### src/rtl/rgb_timing_pkg.sv
// Shared mode/state types and the fixed video timing tables for rgb_timing_ctrl.
package rgb_timing_pkg;

  typedef enum logic [1:0] {
    MODE_480P  = 2'd0,
    MODE_720P  = 2'd1,
    MODE_1080P = 2'd2
  } mode_e;

  localparam logic [1:0] MODE_RSVD = 2'd3;

  typedef struct packed {
    logic [11:0] res_x;
    logic [11:0] res_y;
    logic [11:0] hfront;
    logic [11:0] hsync_len;
    logic [11:0] hback;
    logic [11:0] vfront;
    logic [11:0] vsync_len;
    logic [11:0] vback;
  } timing_t;

  localparam timing_t TIMING_480P = '{res_x: 12'd640, res_y: 12'd480,
    hfront: 12'd16, hsync_len: 12'd96, hback: 12'd48,
    vfront: 12'd10, vsync_len: 12'd2, vback: 12'd33};

  localparam timing_t TIMING_720P = '{res_x: 12'd1280, res_y: 12'd720,
    hfront: 12'd110, hsync_len: 12'd40, hback: 12'd220,
    vfront: 12'd5, vsync_len: 12'd5, vback: 12'd20};

  localparam timing_t TIMING_1080P = '{res_x: 12'd1920, res_y: 12'd1080,
    hfront: 12'd88, hsync_len: 12'd44, hback: 12'd148,
    vfront: 12'd4, vsync_len: 12'd5, vback: 12'd36};

  typedef enum logic [2:0] {
    ST_CLK_REQ,
    ST_CLK_WAIT,
    ST_LOAD,
    ST_SETTLE,
    ST_RUN,
    ST_WAIT_VS
  } state_e;

  // The reserved code never reaches LOAD; it falls back to 480p only for completeness.
  function automatic timing_t mode_timing(input logic [1:0] mode);
    case (mode)
      MODE_720P:  return TIMING_720P;
      MODE_1080P: return TIMING_1080P;
      default:    return TIMING_480P;
    endcase
  endfunction

endpackage

### src/rtl/rgb_vsync_sync.sv
// Brings the pixel-domain vsync into the system clock and flags its rising edge.
module rgb_vsync_sync (
  input  logic i_clk,
  input  logic i_rst_n,
  input  logic i_vsync,
  output logic o_rise
);

  // [0],[1] form the synchronizer; [2] is the edge-detect history.
  logic [2:0] sync_q;

  always_ff @(posedge i_clk or negedge i_rst_n) begin
    if (!i_rst_n) sync_q <= '0;
    else          sync_q <= {sync_q[1:0], i_vsync};
  end

  assign o_rise = sync_q[1] & ~sync_q[2];

endmodule

### src/rtl/rgb_timing_ctrl.sv
// Resolution-change sequencer for the RGB/HDMI timing generator.
// Optional clock-config timeout/retry: define RGB_TIMING_CTRL_TIMEOUT_EN.
module rgb_timing_ctrl
  import rgb_timing_pkg::*;
#(
  parameter int unsigned P_DEFAULT_MODE   = 0,
  parameter int unsigned P_SETTLE_CYCLES  = 1024,
  parameter int unsigned P_TIMEOUT_CYCLES = 1000000
) (
  input  logic        i_clk,
  input  logic        i_rst_n,
  input  logic        i_req_valid,
  input  logic [1:0]  i_req_mode,
  output logic        o_req_ready,
  input  logic        i_vsync,
  output logic        o_clk_cfg_req,
  output logic [1:0]  o_clk_mode,
  input  logic        i_clk_cfg_done,
  output logic        o_tg_en,
  output logic [1:0]  o_mode,
  output logic [11:0] o_res_x,
  output logic [11:0] o_res_y,
  output logic [11:0] o_hfront,
  output logic [11:0] o_hsync_len,
  output logic [11:0] o_hback,
  output logic [11:0] o_vfront,
  output logic [11:0] o_vsync_len,
  output logic [11:0] o_vback,
  output logic        o_done,
  output logic        o_err
);

  localparam logic [1:0]  DEF_MODE    = 2'(P_DEFAULT_MODE);
  localparam logic [19:0] SETTLE_LAST = 20'(P_SETTLE_CYCLES);

  if (P_SETTLE_CYCLES > 32'h000F_FFFF || P_TIMEOUT_CYCLES == 0) begin : g_cfg_check
    $error("rgb_timing_ctrl: P_SETTLE_CYCLES exceeds 20 bits or P_TIMEOUT_CYCLES is zero");
  end

  state_e      state_q, state_d;
  logic [1:0]  pend_q, pend_d;
  logic [1:0]  mode_q, mode_d;
  timing_t     tim_q, tim_d;
  logic [1:0]  clk_mode_q, clk_mode_d;
  logic        cfg_req_q, cfg_req_d;
  logic        tg_en_q, tg_en_d;
  logic        done_q, done_d;
  logic        err_q, err_d;
  logic [19:0] settle_q, settle_d;
  logic        vs_rise;
  logic        accept;

`ifdef RGB_TIMING_CTRL_TIMEOUT_EN
  localparam logic [31:0] TO_LAST = 32'(P_TIMEOUT_CYCLES - 1);
  logic [31:0] to_q, to_d;
`endif

  rgb_vsync_sync u_vsync_sync (
    .i_clk   (i_clk),
    .i_rst_n (i_rst_n),
    .i_vsync (i_vsync),
    .o_rise  (vs_rise)
  );

  assign o_req_ready = (state_q == ST_RUN);
  assign accept      = i_req_valid && (state_q == ST_RUN);

  always_comb begin
    state_d    = state_q;
    pend_d     = pend_q;
    mode_d     = mode_q;
    tim_d      = tim_q;
    clk_mode_d = clk_mode_q;
    cfg_req_d  = 1'b0;
    tg_en_d    = tg_en_q;
    done_d     = 1'b0;
    err_d      = 1'b0;
    settle_d   = settle_q;
`ifdef RGB_TIMING_CTRL_TIMEOUT_EN
    to_d       = to_q;
`endif
    case (state_q)
      ST_CLK_REQ: begin
        cfg_req_d  = 1'b1;
        clk_mode_d = pend_q;
`ifdef RGB_TIMING_CTRL_TIMEOUT_EN
        to_d       = '0;
`endif
        state_d    = ST_CLK_WAIT;
      end
      ST_CLK_WAIT: begin
        if (i_clk_cfg_done) state_d = ST_LOAD;
`ifdef RGB_TIMING_CTRL_TIMEOUT_EN
        else if (to_q == TO_LAST) begin
          err_d   = 1'b1;
          state_d = ST_CLK_REQ;
        end
        else to_d = to_q + 32'd1;
`endif
      end
      ST_LOAD: begin
        mode_d   = pend_q;
        tim_d    = mode_timing(pend_q);
        settle_d = '0;
        state_d  = ST_SETTLE;
      end
      ST_SETTLE: begin
        if (settle_q == SETTLE_LAST) begin
          tg_en_d = 1'b1;
          done_d  = 1'b1;
          state_d = ST_RUN;
        end else begin
          settle_d = settle_q + 20'd1;
        end
      end
      ST_RUN: begin
        if (accept) begin
          if (i_req_mode == MODE_RSVD)   err_d = 1'b1;
          else if (i_req_mode == mode_q) done_d = 1'b1;
          else begin
            pend_d  = i_req_mode;
            state_d = ST_WAIT_VS;
          end
        end
      end
      ST_WAIT_VS: begin
        if (vs_rise) begin
          tg_en_d = 1'b0;
          state_d = ST_CLK_REQ;
        end
      end
      default: state_d = ST_CLK_REQ;
    endcase
  end

  always_ff @(posedge i_clk or negedge i_rst_n) begin
    if (!i_rst_n) begin
      state_q    <= ST_CLK_REQ;
      pend_q     <= DEF_MODE;
      mode_q     <= DEF_MODE;
      tim_q      <= mode_timing(DEF_MODE);
      clk_mode_q <= DEF_MODE;
      cfg_req_q  <= 1'b0;
      tg_en_q    <= 1'b0;
      done_q     <= 1'b0;
      err_q      <= 1'b0;
      settle_q   <= '0;
`ifdef RGB_TIMING_CTRL_TIMEOUT_EN
      to_q       <= '0;
`endif
    end else begin
      state_q    <= state_d;
      pend_q     <= pend_d;
      mode_q     <= mode_d;
      tim_q      <= tim_d;
      clk_mode_q <= clk_mode_d;
      cfg_req_q  <= cfg_req_d;
      tg_en_q    <= tg_en_d;
      done_q     <= done_d;
      err_q      <= err_d;
      settle_q   <= settle_d;
`ifdef RGB_TIMING_CTRL_TIMEOUT_EN
      to_q       <= to_d;
`endif
    end
  end

  assign o_clk_cfg_req = cfg_req_q;
  assign o_clk_mode    = clk_mode_q;
  assign o_tg_en       = tg_en_q;
  assign o_mode        = mode_q;
  assign o_done        = done_q;
  assign o_err         = err_q;
  assign o_res_x       = tim_q.res_x;
  assign o_res_y       = tim_q.res_y;
  assign o_hfront      = tim_q.hfront;
  assign o_hsync_len   = tim_q.hsync_len;
  assign o_hback       = tim_q.hback;
  assign o_vfront      = tim_q.vfront;
  assign o_vsync_len   = tim_q.vsync_len;
  assign o_vback       = tim_q.vback;

endmodule

### config.mk
export PLATFORM = sky130hd
export DESIGN_NAME = rgb_timing_ctrl
export DESIGN_NICKNAME = d
export VERILOG_FILES = /design/src/rtl/rgb_timing_pkg.sv /design/src/rtl/rgb_vsync_sync.sv /design/src/rtl/rgb_timing_ctrl.sv
export SDC_FILE = /design/constraint.sdc
export NUM_CORES = 1
export LEC_CHECK = 0
export ABC_AREA = 0
export CAP_MARGIN = 20
export CORE_UTILIZATION = 49
export CTS_BUF_LIST = sky130_fd_sc_hd__clkbuf_2 sky130_fd_sc_hd__clkbuf_4 sky130_fd_sc_hd__clkbuf_8
export DETAILED_ROUTE_END_ITERATION = 7
export PLACE_DENSITY_LB_ADDON = 0.3
export SYNTH_ARGS = -nofsm -noshare
export SYNTH_HDL_FRONTEND = slang
export SYNTH_HIERARCHICAL = 1
export SYNTH_SLANG_ARGS = --single-unit
### constraint.sdc
create_clock -name i_clk -period 5.65 [get_ports i_clk]
set_clock_uncertainty 0.05 [all_clocks]
set_input_delay 1.4125 -clock i_clk [delete_from_list [all_inputs] [get_ports i_clk]]
set_output_delay 1.4125 -clock i_clk [all_outputs]
set_load 0.02 [all_outputs]
**After elaboration in Yosys (flattened, before gate mapping)**

Index checks and enable logic that the tools add are counted.

- Add/subtract/negate cells: 1
- Eq/ne operators: 17
- Multiplexer cells: 22
- Bitwise logic cells: 4
- Reductions and logical operators: 8

Operator list:

| kind | count |
|---|---|
| 95-bit one-hot mux with 2 select lines | 1 |
| 20-bit one-hot mux with 2 select lines | 1 |
| 20-bit by 1-bit adder with 20-bit output, second input constant | 1 |
| 20-bit by 11-bit == test with 1-bit output, second input constant | 1 |
| 20-bit two-way mux | 1 |
| 3-bit two-way mux | 6 |
| 3-bit one-hot mux with 6 select lines | 1 |
| 1-bit two-way mux | 10 |
| 2-bit != test, second input constant | 5 |
| 3-bit by 2-bit == test with 1-bit output, second input constant | 2 |
| 3-bit == test, second input constant | 2 |
| 6-bit AND reduction | 1 |
| 2-bit == test, second input constant | 2 |
| 2-bit by 1-bit != test with 1-bit output, second input constant | 2 |
| 1-bit one-hot mux with 2 select lines | 2 |
| 4-bit AND reduction | 1 |
| 2-bit nonzero test | 2 |
| 3-bit by 1-bit == test with 1-bit output, second input constant | 1 |
| 3-bit zero test | 1 |
| 1-bit NOT | 3 |
| 3-bit AND reduction | 1 |
| 2-bit by 1-bit == test with 1-bit output, second input constant | 1 |
| 2-bit == test | 1 |
| 2-bit AND reduction | 1 |
| 2 further kinds | 2 |

- Flip-flop bits (word level): 132
- Bits of input ports: 7
- Output and inout port bits: 105
- Logic and storage cells: 70

**Logic depth before layout (Yosys ltp)**

- Word-level depth: 5
- Mapped depth: 6
- Gate-level depth less buffers: 5

**Hierarchy**

Netlist, hierarchy kept.

By module, submodules not included:

| module | instances | cells each | area an instance (um^2) | sequential area each (um^2) |
|---|---|---|---|---|
| rgb_timing_ctrl | 1 | 309 | 2723.9 | 979.7 |
| rgb_vsync_sync | 1 | 4 | 88.8 | 75.1 |

**Worst setup path after synthesis**

Ideal clock, no wire load.

- Path type: reg-to-output
- From: register state_q[0]
- To: output port o_req_ready
- Arrival time: 1143 ps
- Slack: 3045 ps
- Stages on the path, launching flop included: 3
- Path buffers: 1
- Cells stage by stage: dfrtp_1 clkbuf_1 nor3_1

- Longest elaborated chain between the ends: 1

Ends and longest elaborated chain:

| element | line | text |
|---|---|---|
| from (decl) | rgb_timing_ctrl.sv:40 | `state_e state_q, state_d;` |
| from (signal assigned) | rgb_timing_ctrl.sv:152 | `state_q <= state_d;` |
| 3-bit == test | rgb_timing_ctrl.sv:65 | `assign o_req_ready = (state_q == ST_RUN);` |
| to (decl) | rgb_timing_ctrl.sv:14 | `output logic o_req_ready,` |

Every way passes these cells.

**Worst setup path in the final report**

- From: register state_q[2]
- To: output port o_req_ready

The elaborated chain is that of the path after synthesis.

==> impl_metrics.yaml <==
outcome:
  outcome: "complete, no violations"
floorplan:
  die_area_sq_mm: 0.00605
  die_width_um: 77.8
  rows: 27
  core_sq_mm: 0.00551
  start_util_pct: 51.1
  die-height_um: 77.8
  ios: 112
sta:
  min_period_ns: 3.21
  drv_slew: 0
  rsz0062_at_grt: "no"
  max_freq_ghz: 0.311
  slew_headroom_pct: 39.5
  worstMarginPinSlew_ns: 0.907
  final_hold_viol_count: 0
  worst_slack_ns: 2.44
  fin_tns_setup_ns: 0
  post-route-period-util_pct: 56.9
  finalSetupViolations: 0
setup_path:
  critPathMaxStageDelay_ns: 0.64
  required_ns: 4.19
  crit_chain: "inv_1, nor3_1, clkdlybuf4s50_1"
  cp_top_family: "buffers and inverters"
  worstPathArrival_ns: 1.75
  worstPathBufferInverterCount: 2
  r2r_cells: 4
  crit_fanout: 9
  r2r-start: "state_q[0]$_DFFE_PN0P_"
  path_depth: 3
  ff2ff_setup_slack_ns: 3.43
  endpoint_kind: "output pin"
  crit_type: "reg2out"
  cp-start-kind: "flip-flop"
  r2r-end: "settle_q[19]$_DFFE_PN0P_"
  worst_path_max_delay_cell: "clkdlybuf4s50_1"
cts:
  cts_tree: "done"
  clkLatencyLatePin_ns: 0.29
  cts_hold_buf: 0
  ctsRootBufferMaster: "clkbuf_8"
  postCtsResizedCells: 0
  clk_pin_slew_ns: 0.08
  numCtsBuffers: 5
  cts_setup_buffers: 0
  htree_levels: 2
  clock_sinks: 42
  cts_buffer_depth: 2
grt:
  grt_pass1_vias: 1626
  grt_max_degree: 43
  grt_usage_pct: 15.7
  grt_pass1_wl_um: 7490
  antenna_found_initial: 0
  grt-ovfl-total: 0
routing:
  avgRoutedWirePerCell_um: 11.1
  ant_nets: 0
  wirelength_um: 4450
  wl_met1_um: 1990
  drc: 0
  dr.first_iter.drc_count: 107
  viasPerCell: 4.85
  top_layer: "met4"
  wl_met2_um: 2040
  wl_met3_um: 369
  vias: 1949
  dr.pass1.iters: 4
synth:
  ys_ff_latch: 42
  ys_seq_area_share_pct: 37.5
  synth.distinct_cells: 46
  synth_top_family_by_area: "buffers and inverters"
  avgSynthCellArea_sq_um: 8.99
  synthMuxAreaShare_pct: 0.801
  synth_area_sq_mm: 0.00281
  async_flop_share_pct: 100
  synth-compound-area-share_pct: 11.6
  synthAdderAreaFrac_pct: 2.67
  synth_top_flop_cell: "dfrtp_1"
  postSynthCellCount: 313
  synth_xor_area_share_pct: 1.56
  synth_warnings: 6
  synthSimpleGateAreaFrac_pct: 18.2
  synth-edff-count: 0
min_path:
  hold_path_class: "reg2reg"
  whs_endpoint: "u_vsync_sync/sync_q[1]$_DFF_PN0_"
  hold_path_depth: 0
  hp-start: "u_vsync_sync/sync_q[0]$_DFF_PN0_"
power_and_ir_drop:
  p_comb_share_pct: 19.3
  swShare_pct: 29.3
  p_clk_share_pct: 31.5
  p_seq_share_pct: 49.3
  leakagePower_uw: 0.00133
  p_int_uw: 451
  power.density_mw_per_mm2: 212
  p_sw_uw: 187
  vdd_drop_max_v: 0.0000851
job:
  drv_cap: 0
cells_and_area:
  antennaDiodeCount: 0
  drive_gt1_share_pct: 5.76
  final_cell_mix: "conb_1, clkdlybuf4s50_1, dfrtp_1"
  syn2layout_area_growth_pct: 6.85
  nNetsFinal: 342
  mostFrequentLayoutCell: "conb_1"
placement:
  dp_hpwl_um: 3200
  io_buffer_count: 52
  place_ws_ns: 2.75
  place.gp.congestion: 0.769
==> power groups by stage <==
stage                     clock [uW]  sequential [uW]  combinational, uW
after floorplan                    0              323                123
after global placement             0              320                122
after detailed placement           0              320                123
after CTS                        205              314                123
after global routing             220              316                130
final                            201              314                123
==> worst reg2reg max path, cell delays in order, from the launching register on <==
cell and delay, ns:
dfrtp_1 0.65, nand4b_4 0.19, or4_4 0.62, or4_1 0.49, a21oi_1 0.15
==> area by class of cell <==
type | instances | area, sq um
Fill cell | 504 | 2500
Multi-Input combinational cell | 215 | 1200
Sequential cell | 42 | 1050
Timing Repair Buffer | 53 | 523
Clock buffer | 8 | 91.3
Tap cell | 72 | 90.1
Inverter | 12 | 45.0
==> registers in the layout, indices dropped and copies added, names as in the netlist <==
name,cells
o_done,1
o_res_y,2
o_clk_mode,2
pend_q,2
settle_q,20
o_mode,2
o_vsync_len,2
o_vback,1
o_clk_cfg_req,1
o_tg_en,1
o_res_x,1
o_err,1
state_q,3
u_vsync_sync/sync_q,3
==> stage by stage <==
step           instance area (sq um)  power, uW  std cells  utilization [%]  hold slack, ns
3_3_place_gp                    2910        442        394             52.9           0.282
3_5_place_dp                    2910        443        394             52.9           0.286
4_1_cts                         3010        643        402             54.6           0.305
2_1_floorplan                   3030        446        370                -           0.281
6_report                        3010        637        402             54.6           0.303
5_1_grt                         3010        666        402             54.6           0.318
==> metal layers <==
| layer | GRT usage (%) | vias to the layer above |
|---|---|---|
| met4 | 6.42 | 0 |
| met3 | 4.12 | 2 |
| li1 | - | 952 |
| met1 | 19.9 | 894 |
| met2 | 25.2 | 101 |
| met5 | 0 | - |
==> synthesized netlist by cell type (2+ instances only) <==
master     number  area, sq um
a21oi_1        13         65.1
and2_1          2         12.5
and3_1          2         12.5
and4_1          3         26.3
buf_4          90          676
clkbuf_1        9         33.8
conb_1          2         7.51
dfrtp_1        39          976
dfstp_2         3         78.8
ha_1            6         75.1
inv_1          12         45.0
mux2_2          2         22.5
nand2_1        25         93.8
nand2b_1        3         18.8
nand3_1         6         30.0
nand4_1         5         31.3
nor2_1          9         33.8
nor2b_1         5         31.3
nor3_1          8         40.0
nor4_1          3         18.8
o2111ai_1       2         17.5
o21ai_0        22          110
o22a_1          2         17.5
o311ai_0        2         17.5
o31ai_1         3         22.5
or3_1          11         68.8
or4_1           2         15.0
xnor2_1         3         26.3
xor2_1          2         17.5
==> worst max path at each step <==
stage / slack (ns) / endpoint / from
2_1_floorplan: 3.04 / o_req_ready / state_q[0]$_DFFE_PN0P_
3_3_place_gp: 2.75 / o_req_ready / state_q[2]$_DFFE_PN0P_
3_5_place_dp: 2.75 / pend_q[1]$_DFFE_PN0P_ / i_req_valid
4_1_cts: 2.42 / o_req_ready / state_q[2]$_DFFE_PN0P_
5_1_grt: 2.30 / o_req_ready / state_q[2]$_DFFE_PN0P_
6_report: 2.44 / o_req_ready / state_q[2]$_DFFE_PN0P_
==> cells by family (layout without fill, tap and decap cells) <==
logic type,after synthesis,in the layout
adders and majority gates,6,6
DFF,42,42
buffers and inverters,113,73
xor gates and xnor gates,5,5
AOI/OAI and AO/OA,53,53
and+or+nand+nor,90,90
other,2,59
muxes,2,2
(Power assumes the default switching activity.)
